===== src/rtl/cram_ld_arbiter_pkg.sv =====
// Shared types and defaults for the CRAM load front-end arbiter.
package cram_ld_arbiter_pkg;

    localparam int NUM_LD_REQ    = 4;
    localparam int WIDTH_LD_DATA = 32;

    typedef enum logic [1:0] {
        ARB_IDLE  = 2'd0,
        ARB_GRANT = 2'd1,
        ARB_DRAIN = 2'd2
    } fsm_ldarb;

endpackage


===== src/rtl/cram_ld_arbiter_rr_pick.sv =====
// Round-robin picker: first set request at or after ptr, wrapping modulo NUM_REQ.
module cram_ld_arbiter_rr_pick
    import cram_ld_arbiter_pkg::*;
#(
    parameter int NUM_REQ  = NUM_LD_REQ,
    parameter int WIDTH_ID = $clog2(NUM_REQ)
) (
    input  logic [NUM_REQ-1:0]  req,
    input  logic [WIDTH_ID-1:0] ptr,
    output logic                found,
    output logic [WIDTH_ID-1:0] idx
);

    function automatic logic [WIDTH_ID-1:0] wrap_add(input logic [WIDTH_ID-1:0] base, input int off);
        int sum;
        sum = int'(base) + off;
        if (sum >= NUM_REQ) sum = sum - NUM_REQ;
        return WIDTH_ID'(sum);
    endfunction

    // Scan from the farthest offset down so the nearest requester to ptr wins.
    always_comb begin
        found = 1'b0;
        idx   = '0;
        for (int off = NUM_REQ - 1; off >= 0; off--) begin
            if (req[wrap_add(ptr, off)]) begin
                found = 1'b1;
                idx   = wrap_add(ptr, off);
            end
        end
    end

endmodule


===== src/rtl/cram_ld_arbiter.sv =====
// Shares one load front-end among NUM_REQ token streams; ownership runs from
// an Acquirement token to its Release, owners are chosen round-robin, and a
// new owner is only picked once the front-end reports idle.
//
// state     | meaning
// ARB_IDLE  | no owner; pick next Acq, consume malformed tokens
// ARB_GRANT | owner's tokens forwarded combinationally
// ARB_DRAIN | Release forwarded; waiting for front-end busy to drop
module cram_ld_arbiter
    import cram_ld_arbiter_pkg::*;
#(
    parameter int NUM_REQ    = NUM_LD_REQ,
    parameter int WIDTH_DATA = WIDTH_LD_DATA,
    parameter int WIDTH_ID   = $clog2(NUM_REQ)
) (
    input  logic                               clock,
    input  logic                               reset,
    input  logic [NUM_REQ-1:0]                 I_Req_Valid,
    input  logic [NUM_REQ-1:0]                 I_Req_Acq,
    input  logic [NUM_REQ-1:0]                 I_Req_Rls,
    input  logic [NUM_REQ-1:0][WIDTH_DATA-1:0] I_Req_Data,
    output logic [NUM_REQ-1:0]                 O_Req_Stall,
    output logic                               O_Valid,
    output logic                               O_Acq,
    output logic                               O_Rls,
    output logic [WIDTH_DATA-1:0]              O_Data,
    input  logic                               I_Stall,
    input  logic                               I_FE_Busy,
    output logic [NUM_REQ-1:0]                 O_Grant,
    output logic [WIDTH_ID-1:0]                O_Grant_ID,
    output logic                               O_Busy,
    output logic                               O_Err
);

    fsm_ldarb            state, state_nxt;
    logic [WIDTH_ID-1:0] r_ptr, ptr_nxt;
    logic [WIDTH_ID-1:0] r_grant, grant_nxt;
    logic                r_acq_seen, acq_seen_nxt;
    logic                r_err, err_nxt;
    logic [NUM_REQ-1:0]  cand;
    logic [NUM_REQ-1:0]  bad_tok;
    logic                pick_found;
    logic [WIDTH_ID-1:0] pick_idx;
    logic                fwd_accept;

    assign cand    = I_Req_Valid & I_Req_Acq & ~I_Req_Rls;
    assign bad_tok = I_Req_Valid & (~I_Req_Acq | I_Req_Rls);

    cram_ld_arbiter_rr_pick #(
        .NUM_REQ  (NUM_REQ),
        .WIDTH_ID (WIDTH_ID)
    ) u_rr_pick (
        .req   (cand),
        .ptr   (r_ptr),
        .found (pick_found),
        .idx   (pick_idx)
    );

    // State and bookkeeping registers.
    always_ff @(posedge clock) begin
        if (reset) begin
            state      <= ARB_IDLE;
            r_ptr      <= '0;
            r_grant    <= '0;
            r_acq_seen <= 1'b0;
            r_err      <= 1'b0;
        end else begin
            state      <= state_nxt;
            r_ptr      <= ptr_nxt;
            r_grant    <= grant_nxt;
            r_acq_seen <= acq_seen_nxt;
            r_err      <= err_nxt;
        end
    end

    // Next-state, forwarding mux and requester stalls.
    always_comb begin
        state_nxt    = state;
        ptr_nxt      = r_ptr;
        grant_nxt    = r_grant;
        acq_seen_nxt = r_acq_seen;
        err_nxt      = r_err;
        fwd_accept   = 1'b0;
        O_Req_Stall  = '1;
        O_Valid      = 1'b0;
        O_Acq        = 1'b0;
        O_Rls        = 1'b0;
        O_Data       = '0;
        case (state)
            ARB_IDLE: begin
                // Malformed tokens are swallowed so they cannot wedge a requester.
                O_Req_Stall = ~bad_tok;
                if (|bad_tok) err_nxt = 1'b1;
                if (pick_found) begin
                    grant_nxt    = pick_idx;
                    acq_seen_nxt = 1'b0;
                    state_nxt    = ARB_GRANT;
                end
            end
            ARB_GRANT: begin
                O_Valid              = I_Req_Valid[r_grant];
                O_Acq                = I_Req_Acq[r_grant];
                O_Rls                = I_Req_Rls[r_grant];
                O_Data               = I_Req_Data[r_grant];
                O_Req_Stall[r_grant] = I_Stall;
                fwd_accept           = I_Req_Valid[r_grant] & ~I_Stall;
                if (fwd_accept && I_Req_Acq[r_grant]) begin
                    if (r_acq_seen) err_nxt = 1'b1;
                    acq_seen_nxt = 1'b1;
                end
                if (fwd_accept && I_Req_Rls[r_grant]) state_nxt = ARB_DRAIN;
            end
            ARB_DRAIN: begin
                if (!I_FE_Busy) begin
                    state_nxt = ARB_IDLE;
                    ptr_nxt   = (r_grant == WIDTH_ID'(NUM_REQ - 1)) ? '0 : r_grant + 1'b1;
                end
            end
            default: state_nxt = ARB_IDLE;
        endcase
    end

    // Owner reporting; the encoded ID stays valid after returning to idle.
    always_comb begin
        O_Grant = '0;
        if (state != ARB_IDLE) O_Grant[r_grant] = 1'b1;
    end

    assign O_Grant_ID = r_grant;
    assign O_Busy     = (state != ARB_IDLE);
    assign O_Err      = r_err;

endmodule

===== config.mk =====
export PLATFORM = sky130hd
export DESIGN_NAME = cram_ld_arbiter
export DESIGN_NICKNAME = d
export VERILOG_FILES = /design/src/rtl/cram_ld_arbiter_pkg.sv /design/src/rtl/cram_ld_arbiter_rr_pick.sv /design/src/rtl/cram_ld_arbiter.sv
export SDC_FILE = /design/constraint.sdc
export NUM_CORES = 1
export LEC_CHECK = 0
export ABC_CLOCK_PERIOD_IN_PS = 1800
export CAP_MARGIN = 5
export CORE_MARGIN = 4
export CORE_UTILIZATION = 29
export DETAILED_ROUTE_END_ITERATION = 7
export PLACE_DENSITY = 0.91
export SKIP_CTS_REPAIR_TIMING = 1
export SLEW_MARGIN = 20
export SYNTH_ARGS = -nofsm -noshare
export SYNTH_HDL_FRONTEND = slang
export SYNTH_HIERARCHICAL = 1
export SYNTH_SLANG_ARGS = --single-unit

===== constraint.sdc =====
create_clock -name clock -period 1.8 [get_ports clock]
set_input_delay 0.18 -clock clock [delete_from_list [all_inputs] [get_ports clock]]
set_output_delay 0.18 -clock clock [all_outputs]
set_load 0.05 [all_outputs]

==> qor.txt <==
Die Ht: 85.2 um
Max Cap Viol: 0
antenna viol nets, final: 0
drt drc: 0
Final Max Slew Viols: 0
CP Capture Type: output pin
Worst EP required: 1620 ps
fin crit share: 104%
via count: 2261
largest net degree at the start of global routing: 38
chip width: 85.2 um
Area growth, synth to finish: 145%
Arr. time, crit path: 1690 ps
Max VDD drop: 518 uV
CTS Buf Count: 3
H-tree depth: 1
FP Rows: 27
Hold Path Class: reg2reg
Min Hold Slack: 496 ps
pre-CTS setup slack: 46.4 ps
hpwl dp: 7.80 mm
Tmin final: 1870 ps
achievable clock frequency: 535 MHz
P_leak: 1.59 nW
CP max stage delay: 510 ps
setup ws final: -68.5 ps
Slowest cell on crit path: mux4_2
crit path launch type: flop
first-pass GRT wire length: 13.4 mm
setup tns final: -1360 ps
skew final: 9.27 ps
vias in the first global route: 2399
RSZ-0062 raised after global routing: yes
area occupied by registers: 168 um2
Slew HR: 67.0%
# port buffers: 190
violated checks: negative setup slack
Sink Count: 8
Synth Cell Area: 1730 um2
cell-by-cell trace of the critical path: buf_12 > mux4_2 > nor2b_2 > buf_6
most common cell after layout, fill and taps aside: clkdlybuf4s50_1
vias per cell: 5.21
Global Route Usage Sum: 23.8%
drt initial violations: 92
clk slew on worst S/H paths: 50 ps
starting density of the core: 30.6%
full die area: 7260 um2
crit path max fanout: 8
Least-Margin Pin Slew: 493 ps
most frequent cells in the layout: 144 x clkdlybuf4s50_1, 36 x buf_6, 35 x mux4_2, 21 x nor2b_2, 16 x nor2b_4
Pwr Density: 424 nW/um2
Top Ports: 191
status: finished, violations left
CP delay by family, top: multiplexers
cells after synthesis: 164
CTS Buffer Depth: 2
Final setup viols: 35
antenna violations before repair: 0
global placement routability congestion: 0.904
total wire length: 9.83 mm
Final nets: 511
grt ovf: 0
CTS tree: done
post-synthesis sequential area ratio: 9.26%
WL/cell: 22.7 um
Netlist cell types: 28
Ant. Diodes: 0
DRT Pass-1 Iters: 4
worst skew pair latency: 240 ps
Root Buffer: clkbuf_8
Final Hold Fails: 0
syn_nets: 312
Core ar.: 5640 um2
Multi-input gate area: 1650 um2
fill cell count: 357
WP buf/inv: 2
yosys warns: 6
Synth Area per Inst: 10.5 um2
share of cells above drive strength 1: 41.2%
post-synthesis register bit count: 8
Crit Path Category: reg2out
per-stage QoR:
step	instances	total power, mW	util (%)	instance area [um2]
3_5_place_dp	424	1.47	70.0	3950
5_1_grt	434	1.86	75.0	4230
4_1_cts	428	1.70	70.8	3990
2_1_floorplan	164	0.887	-	1920
3_3_place_gp	424	1.45	70.0	3950
6_report	434	1.80	75.0	4230
cell families after synthesis:
group                    synth area share, %
multiplexers                            48.4
AO/OA/AOI/OAI                           7.96
buffers and inverters                   6.80
AND/OR/NAND/NOR                         24.7
flip-flops                              9.26
adder cells (fa/ha/maj)                 2.89
worst paths after layout:
check / start / endpoint / slack [ps] / depth (start not counted)
worst min register to register: O_Err / O_Err / 500 / 2
worst min-delay path: O_Err / O_Err / 500 / 2
worst max-delay path: O_Grant_ID[0] / O_Data[25] / -70 / 4
worst max register to register: O_Grant_ID[0] / state[0] / 110 / 5
worst register-to-register path, stage by stage, from the launching register on:
cell     delay, ps
dfxtp_4        440
buf_6          150
mux4_2         540
nor2b_4        160
a21o_1         180
a21oi_1        130
layer usage:
metal / vias up / share of wire, % / track usage [%] / wire length, um
met1: 1103 / 34 / 25.1 / 3330
met2: 119 / 56 / 46.3 / 5490
li1: 1023 / - / - / -
met3: 16 / 7.9 / 5.83 / 777
met5: - / 0 / 0 / 0
met4: 0 / 2.4 / 6.62 / 235
where the power goes:
part	leakage, nW	internal (mW)	switching, mW
sequential	0.0667	0.186	0.0165
combinational	1.50	0.726	0.638
clock	0.0228	0.154	0.0755
area by class of cell:
cell class	count	area share [%]
tap	72	2.13
sequential	8	3.96
inverter	9	0.798
timing repair buffer	208	53.2
multi-input combinational	133	38.9
clock buffer	4	1.06
state kept, by name, indices dropped and copies added (netlist names):
name and count:
r_ptr 2, O_Err 1, O_Grant_ID 2, state 2, r_acq_seen 1
synthesized netlist by cell type:
master    count  area (um2)
a211oi_1      2        15.0
a211oi_2      1        12.5
a21o_1        1        7.51
a21oi_1       7        35.0
a221o_1       1        10.0
a222oi_1      1        10.0
a22oi_2       1        12.5
a32oi_1       4        35.0
buf_1         1        3.75
buf_2         1        5.00
buf_4         2        15.0
buf_6         3        33.8
clkbuf_1      7        26.3
dfxtp_1       8         160
ha_1          4        50.1
inv_1         9        33.8
mux2i_1       3        30.0
mux4_1        5         131
mux4_2       30         676
nand2_1       6        22.5
nand2b_1      6        37.5
nand2b_2      1        8.76
nand3_1       2        10.0
nand3b_1      2        15.0
nor2_1       14        52.6
nor2b_1      38         238
nor2b_4       2        27.5
nor3b_1       2        15.0
Note: power is estimated with default switching activity, not from simulation.
